==> config.mk <==
export PLATFORM = sky130hd
export DESIGN_NAME = mod_seq_div
export DESIGN_NICKNAME = d
export VERILOG_FILES = /design/src/rtl/mod_seq_div_pkg.sv /design/src/rtl/mod_seq_div_step.sv /design/src/rtl/mod_seq_div.sv
export SDC_FILE = /design/constraint.sdc
export NUM_CORES = 1
export LEC_CHECK = 0
export CORE_MARGIN = 1.5
export CORE_UTILIZATION = 60
export DETAILED_ROUTE_END_ITERATION = 8
export HOLD_SLACK_MARGIN = 0.08
export PLACE_DENSITY = 0.86
export SYNTH_ARGS = -nofsm -noshare
export SYNTH_HDL_FRONTEND = slang
export SYNTH_SLANG_ARGS = --single-unit
export TNS_END_PERCENT = 30
==> constraint.sdc <==
create_clock -name clk -period 6.3 [get_ports clk]
set_clock_uncertainty 0.2 [all_clocks]
set_input_delay 0.945 -clock clk [delete_from_list [all_inputs] [get_ports clk]]
set_output_delay 0.945 -clock clk [all_outputs]
set_load 0.02 [all_outputs]
==> src/rtl/mod_seq_div_pkg.sv <==
// Shared datapath constants and types for the FP multiplier/divider pair.
package mod_seq_div_pkg;

    // Mantissa datapath width shared with the Dadda multiplier.
    localparam int unsigned dadda_width = 12;

    // The divider works on the same mantissa width as the multiplier.
    localparam int unsigned div_width = dadda_width;

    typedef enum logic [1:0] {
        IDLE,
        CALC,
        DONE
    } div_state_t;

    // Signed partial remainder: one extra bit so the add/subtract never overflows.
    typedef logic [div_width:0] div_prem_t;

    // Iteration counter, counts WIDTH-1 down to 0.
    typedef logic [$clog2(div_width)-1:0] div_cnt_t;

endpackage

==> src/rtl/mod_seq_div_step.sv <==
// One combinational radix-2 non-restoring division iteration.
module nr_div_step
    import mod_seq_div_pkg::*;
#(
    parameter int unsigned WIDTH = div_width
) (
    input  logic [WIDTH:0]   p,
    input  logic [WIDTH-1:0] q,
    input  logic [WIDTH-1:0] d,
    output logic [WIDTH:0]   p_next,
    output logic [WIDTH-1:0] q_next
);

    logic [WIDTH:0] p_sh;
    logic [WIDTH:0] d_ext;

    // Shift {P,Q} left, add or subtract D by the old sign of P, new Q bit is ~sign.
    always_comb begin
        p_sh   = {p[WIDTH-1:0], q[WIDTH-1]};
        d_ext  = {1'b0, d};
        p_next = p[WIDTH] ? (p_sh + d_ext) : (p_sh - d_ext);
        q_next = {q[WIDTH-2:0], ~p_next[WIDTH]};
    end

endmodule

==> src/rtl/mod_seq_div.sv <==
// Sequential unsigned non-restoring divider, one quotient bit per cycle.
module mod_seq_div
    import mod_seq_div_pkg::*;
#(
    parameter int unsigned WIDTH = div_width
) (
    input  logic             clk,
    input  logic             rst_n,
    input  logic             in_valid,
    output logic             in_ready,
    input  logic [WIDTH-1:0] dividend,
    input  logic [WIDTH-1:0] divisor,
    output logic             out_valid,
    input  logic             out_ready,
    output logic [WIDTH-1:0] quotient,
    output logic [WIDTH-1:0] remainder,
    output logic             div_by_zero
);

    localparam int unsigned CW = $clog2(WIDTH);

    div_state_t       state;
    div_state_t       state_nxt;
    logic [CW-1:0]    cnt;
    logic [WIDTH:0]   p_reg;
    logic [WIDTH-1:0] q_reg;
    logic [WIDTH-1:0] d_reg;
    logic [WIDTH:0]   p_step;
    logic [WIDTH-1:0] q_step;
    logic [WIDTH-1:0] p_fix;
    logic             accept;
    logic             last;
    logic             d_zero;

    assign in_ready  = (state == IDLE);
    assign out_valid = (state == DONE);
    assign accept    = in_valid & in_ready;
    assign last      = (state == CALC) && (cnt == '0);
    assign d_zero    = (d_reg == '0);
    assign p_fix     = p_step[WIDTH-1:0] + d_reg;

    nr_div_step #(
        .WIDTH(WIDTH)
    ) u_step (
        .p      (p_reg),
        .q      (q_reg),
        .d      (d_reg),
        .p_next (p_step),
        .q_next (q_step)
    );

    // State register.
    always_ff @(posedge clk or negedge rst_n) begin
        if (!rst_n) begin
            state <= IDLE;
        end else begin
            state <= state_nxt;
        end
    end

    // Next-state decode. A zero divisor passes through CALC for a single
    // cycle (counter loaded with 0) so its result lands one edge after accept.
    always_comb begin
        state_nxt = state;
        case (state)
            IDLE: if (in_valid) state_nxt = CALC;
            CALC: if (cnt == '0) state_nxt = DONE;
            DONE: if (out_ready) state_nxt = IDLE;
            default: state_nxt = IDLE;
        endcase
    end

    // Operand capture, per-cycle iteration and final remainder correction.
    always_ff @(posedge clk or negedge rst_n) begin
        if (!rst_n) begin
            cnt         <= '0;
            p_reg       <= '0;
            q_reg       <= '0;
            d_reg       <= '0;
            quotient    <= '0;
            remainder   <= '0;
            div_by_zero <= 1'b0;
        end else if (accept) begin
            p_reg       <= '0;
            q_reg       <= dividend;
            d_reg       <= divisor;
            cnt         <= (divisor == '0) ? '0 : CW'(WIDTH - 1);
            div_by_zero <= 1'b0;
        end else if (state == CALC) begin
            if (d_zero) begin
                quotient    <= '1;
                remainder   <= q_reg;
                div_by_zero <= 1'b1;
            end else begin
                p_reg <= p_step;
                q_reg <= q_step;
                cnt   <= cnt - CW'(1);
                if (last) begin
                    quotient  <= q_step;
                    remainder <= p_step[WIDTH] ? p_fix : p_step[WIDTH-1:0];
                end
            end
        end
    end

endmodule

[Yosys cells after proc, flatten, opt, wreduce, memory -nomap -nowiden]
Cells that the tools add are included.
Storage, ports and cells
  memories kept: 0
  ROM bits: 0
  word-level logic and storage cells: 56
  output and inout port bits: 27
  register bits after elaboration: 68
  bits in latches: 0
  bits of input ports: 28
  bits in writable memories: 0
Operators by class
  bitwise operators: 3
  equal/unequal tests: 6
  mux-type cells: 23
  order comparisons: 0
  divide/modulo/power cells: 0
  add/sub/neg operators: 4
  multiply operators: 0
  shift-type cells: 0
  reductions and logical operators: 12
Operators with widths (count)
  12-bit two-way mux: 8
  13-bit two-way mux: 4
  12-bit zero test: 2
  4-bit two-way mux: 4
  13-bit by 12-bit adder with 13-bit output: 1
  13-bit by 12-bit subtractor with 13-bit output: 1
  12-bit adder: 1
  2-bit two-way mux: 3
  2-bit inequality test (second input constant): 3
  2-bit case mux with 3 select lines: 1
  3-bit AND reduction: 2
  2-bit nonzero test: 3
  4-bit zero test: 1
  2-bit AND reduction: 2
  4-bit by 1-bit subtractor with 4-bit output (second input constant): 1
  1-bit two-way mux: 3
  2-bit by 1-bit equality test with 1-bit output (second input constant): 1
  2-bit equality test (second input constant): 1
  2-bit zero test: 1
  2-bit by 1-bit inequality test with 1-bit output (second input constant): 1
  1-bit inverter: 2
  1-bit AND: 1
  1-bit logical AND: 1

[Depth between registers and ports, before layout]
  word-level depth: 6
  depth in mapped cells: 18
  gate-level depth less buffers: 18

[Cells and area by module]
Synthesis repeated with hierarchy kept, for this count alone.
Second synthesis, totals
  cell total of the unflattened synthesis: 525
  area total of the unflattened synthesis: 4470.5 um^2
By module, submodules not included
  mod_seq_div: area each 3534.6 um^2, seq. area each 1701.6 um^2, instances 1, cells each 395
  nr_div_step: area each 935.9 um^2, seq. area each 0.0 um^2, instances 1, cells each 130

[Least setup slack after synthesis]
No wires, ideal clock.
  kind: register to register
  from: register d_reg[3]
  to: register remainder[11]
  arrival: 3.799 ns
  required time: 6.030 ns
  period minus slack after synthesis: 4.069 ns
  path slack: 2.231 ns
  cell stages (with the launch flop): 17
  setup time: 0.070 ns
  buffers on the path: 0
  cell sequence: dfrtp_1 > nor2_1 > nor4b_1 > nor2_1 > xnor2_1 > ha_1 > and3_1 > a221oi_2 > o21ai_0 > xor2_1 > ha_1 > nand3_1 > o311ai_0 > o211ai_1 > xnor2_1 > a211o_1 > nand3_1
Between the ends
  cells in the longest elaborated chain, start to end: 6
  elaborated cells on any way between the ends: 10
  classes of those cells: add/sub: 3; mux: 4; reduce/logical: 3
Ends and longest elaborated chain
  start, declared: RTL line mod_seq_div.sv:27  | logic [WIDTH-1:0] d_reg;
  start signal, assigned: RTL line mod_seq_div.sv:86  | d_reg <= divisor;
  13-bit by 12-bit subtractor with 13-bit output or 13-bit by 12-bit adder with 13-bit output (tied branches): RTL line mod_seq_div_step.sv:21  | p_next = p[WIDTH] ? (p_sh + d_ext) : (p_sh - d_ext);
  13-bit two-way mux: RTL line mod_seq_div_step.sv:21
  12-bit adder: RTL line mod_seq_div.sv:40  | assign p_fix = p_step[WIDTH-1:0] + d_reg;
  12-bit two-way mux: RTL line mod_seq_div.sv:100  | remainder <= p_step[WIDTH] ? p_fix : p_step[WIDTH-1:0];
  12-bit two-way mux: RTL line mod_seq_div.sv:98  | if (last) begin
  12-bit two-way mux: RTL line mod_seq_div.sv:90  | if (d_zero) begin
  end signal, assigned: RTL line mod_seq_div.sv:92  | remainder <= q_reg;
  end signal, assigned: RTL line mod_seq_div.sv:100
  end, declared: RTL line mod_seq_div.sv:16  | output logic [WIDTH-1:0] remainder,
Several ways; a longest one is shown, not always the timed one. The select of a mux whose other input is x is not followed.
A chain may end at the register's enable or synchronous reset.

[Final worst setup path]
  from: register d_reg[2]
  to: register remainder[11]
Same word-level chain as after synthesis.

==> impl.org <==
** Outcome
- Status :: completed

** GRT
- Global-route wire length before repair :: approximately 17 mm
- Number of global-route vias before repair :: 3,583
- Entering global routing, the biggest net connects 69 pins.
- Aggregate global-route resource usage :: 29.4%
- For this run the aggregate overflow at the end of global routing stands at 0.
- The initial antenna violation count was 0.

** Logic synthesis
- Top cells by area in the synthesized netlist :: sky130_fd_sc_hd__dfrtp_1, sky130_fd_sc_hd__ha_1, sky130_fd_sc_hd__nand2_1, sky130_fd_sc_hd__nor2_1, sky130_fd_sc_hd__a21oi_1
- Most frequent cell after synthesis :: sky130_fd_sc_hd__nand2_1
- Synth Cell Area :: 4280 sq um
- Counting flops with a built-in enable in the synthesized netlist gives 0.
- Yosys printed 0 warnings.
- Sequential-to-total area share from yosys stat :: 39.8%
- Number of nets produced by synthesis :: 535
- #FFs+latches synth :: 68
- The commonest cells after synthesis are sky130_fd_sc_hd__nand2_1, sky130_fd_sc_hd__dfrtp_1, sky130_fd_sc_hd__nor2_1.
- Share of Yosys cell area claimed by the top area cell type :: 39.8%
- The most used flip-flop cell after synthesis is sky130_fd_sc_hd__dfrtp_1.
- A synthesized cell averages a little under 9 sq um.
- Cell taking the most area after synthesis :: sky130_fd_sc_hd__dfrtp_1
- Counting flops with an async set or reset pin after synthesis yields a share of 100%.
- Netlist cell types :: 57
- Counting every instance in the synthesized netlist gives 479.

** Cells and area
- Layout cells sized above 1 :: around 5.3%
- 0 antenna diodes ended up in the layout.
- Relative to the synthesized area, the layout overhead comes to 18.3%.
- After filler insertion, the fill cell instance count of the layout stands at 519.
- Net count reported at finish :: approximately 580
- The register with the most flip-flops in the layout has 13 of them.

** Timing
- Of the available clock period, the critical path in the final layout requires 74.1%.
- In this run the tightest slew margin relative to its limit is a little under a quarter.
- For the pin with the worst max-slew slack, the measured transition is ~1100 ps.
- Final sum of negative setup slack :: 0 ps
- Setup repair after global routing left no endpoint under its margin.
- The number of pins with negative max-slew slack in the final report is 0.
- Hold Fails Final Rpt :: 0
- Fmax :: 214 MHz
- Setup violations remaining at the end of the flow were counted as 0.
- The smallest clock period supported by the final layout is computed as 4670 ps.

** Worst setup path
- Maximum single-stage delay on the critical path :: 680 ps
- Ordered cell list for the critical path :: nor2_1 -> nor4b_1 -> nor2_1 -> xnor2_1 -> ha_1 -> and3_1 -> a221oi_2 -> o21ai_0 -> xor2_1 -> ha_1 -> nand3_1 -> o311ai_0 -> o211ai_1 -> xnor2_1 -> a211o_1 -> nand3_1
- Family of cells with the greatest summed delay on the critical path :: compound AO/OA/AOI/OAI gates
- The number of buffers and inverters on the critical path is 0.
- In this run the register-to-register setup slack is roughly 1600 ps.
- STA classifies the critical path endpoint as a flop.
- Data on the critical path arrives at its endpoint at 4760 ps.
- Among all stages on the critical path, the largest delay is contributed by sky130_fd_sc_hd__nor4b_1.
- Setup crit start kind :: flop
- Crit Reg-Reg Startpoint :: d_reg[2]$_DFFE_PN0P_
- The critical path in this run is classified as reg -> reg.
- At the worst endpoint, the required time is 6390 ps.
- Worst r2r path cells :: 16
- Critical Path Fanout Max :: 6
- Reg-to-Reg End :: remainder[11]$_DFFE_PN0P_

** Routing
- The routed layout has a little under 4,000 vias.
- The count of nets left with antenna violations once routing finished came out at 0.
- Via/cell ratio :: approximately 6.2
- Detailed Route WL :: around 11 mm
- Number of remaining DRC errors :: 0
- After the first detailed-routing iteration, the DRC count stood at 350.
- Before antenna repair, the detailed router went through 5 iterations.
- Average wire per cell in the routed design :: 17.0 um

** Clock tree
- Clock tree from TritonCTS :: yes
- CTS saw 68 sinks.
- Counting along the longest clock path gives a buffer depth of 2.
- Clock-pin slew on the worst setup and hold paths :: roughly 80 ps
- After clock tree synthesis, the repair step resized 0 gates.
- Clock root cell :: sky130_fd_sc_hd__clkbuf_8
- For the worst-skew pair, the clock arrives at the later sink with an insertion delay of 360 ps.
- Post-CTS Hold Buffers :: 0
- In this run the post-CTS setup repair buffer count came out at 0.
- In this run, CTS created clock tree buffers numbering 9.
- The H-tree was split into 3 levels.

** Floorplanning
- Boundary pin count :: 55
- Initial Util :: 62.6%
- Number of rows created at floorplan :: 30
- Core area :: about 6800 sq um
- The die covers 7650 sq um.
- Floorplan die height :: 87.5 um
- Width of the die :: 87.5 um

** Hold path
- Number of instances on the worst hold path :: 2
- Destination of the worst hold path :: quotient[2]$_DFFE_PN0P_
- In this run the most critical hold path is launched from quotient[2]$_DFFE_PN0P_.
- The worst hold path belongs to the class reg -> reg.

** Place
- Once detailed placement completed, the half-perimeter wirelength came to 7.68 mm.
- Input and output buffers added on the ports amount to 54.
- At the end of routability-driven placement, the weighted congestion stood at between 0.9 and 1.

** Job
- Max-cap violations in this run came to 0.
==> layout by cell type, fill, tap and decap left out, types with 15 or more instances in the layout <==
master / n
sky130_fd_sc_hd__o21ai_0: 26
sky130_fd_sc_hd__clkdlybuf4s50_1: 53
sky130_fd_sc_hd__a31oi_1: 18
sky130_fd_sc_hd__xnor2_1: 15
sky130_fd_sc_hd__dfrtp_1: 68
sky130_fd_sc_hd__nor2_1: 42
sky130_fd_sc_hd__nand3_1: 19
sky130_fd_sc_hd__nand2_1: 86
sky130_fd_sc_hd__ha_1: 26
sky130_fd_sc_hd__a21oi_1: 27
==> layout make-up <==
class	count	area (sq um)	area share [%]
Sequential cell	68	1700	33.6
Multi-Input combinational cell	379	2430	48.1
Clock inverter	6	72.6	1.43
Clock buffer	10	128	2.52
Inverter	11	41.3	0.816
Tap cell	96	120	2.37
Timing Repair Buffer	58	566	11.2
==> through the flow <==
stage | setup slack (ps) | instances | area [sq um] | hold WS [ps] | util [%]
floorplan | 2230 | 479 | 4280 | 260 | -
global placement | 1940 | 612 | 4860 | 264 | 71.2
global route | 1340 | 628 | 5060 | 330 | 74.1
CTS | 1730 | 628 | 5060 | 302 | 74.1
finish | 1630 | 628 | 5060 | 303 | 74.1
detailed placement | 1760 | 612 | 4860 | 286 | 71.2
==> per-layer routing <==
| layer | share of wire [%] | track usage [%] |
|---|---|---|
| met5 | 0 | 0 |
| met4 | 1.7 | 8.66 |
| met3 | 6.7 | 5.50 |
| met2 | 50 | 50.1 |
| met1 | 42 | 37.9 |
==> worst min-delay path: cells and delay by family (launching register included) <==
kind	cells	cell delay, ps
and+or+nand+nor	1	60
DFF	1	350
muxes	1	70
==> cell families (layout without fill, tap and decap cells) <==
logic type / count (synthesis) / in the layout / share of synthesized area, %
and+or+nand+nor: 184 / 184 / 19.8
AOI/OAI and AO/OA: 124 / 124 / 19.1
DFF: 68 / 68 / 39.8
buffers and inverters: 32 / 85 / 3.39
xor gates and xnor gates: 29 / 29 / 6.11
adders and majority gates: 28 / 28 / 8.54
muxes: 14 / 14 / 3.30
==> how the worst max path moves through the flow <==
stage	startpoint	to	slack [ps]	cells past startpoint
global route	d_reg[2]$_DFFE_PN0P_	remainder[11]$_DFFE_PN0P_	1340	16
detailed placement	d_reg[3]$_DFFE_PN0P_	remainder[11]$_DFFE_PN0P_	1760	16
floorplan	d_reg[3]$_DFFE_PN0P_	remainder[11]$_DFFE_PN0P_	2230	16
global placement	d_reg[3]$_DFFE_PN0P_	remainder[11]$_DFFE_PN0P_	1940	16
finish	d_reg[2]$_DFFE_PN0P_	remainder[11]$_DFFE_PN0P_	1630	16
CTS	d_reg[3]$_DFFE_PN0P_	remainder[11]$_DFFE_PN0P_	1730	16
Power is not shown: default switching activity piles up to over one toggle a cycle in this logic, so the estimate is an artifact.
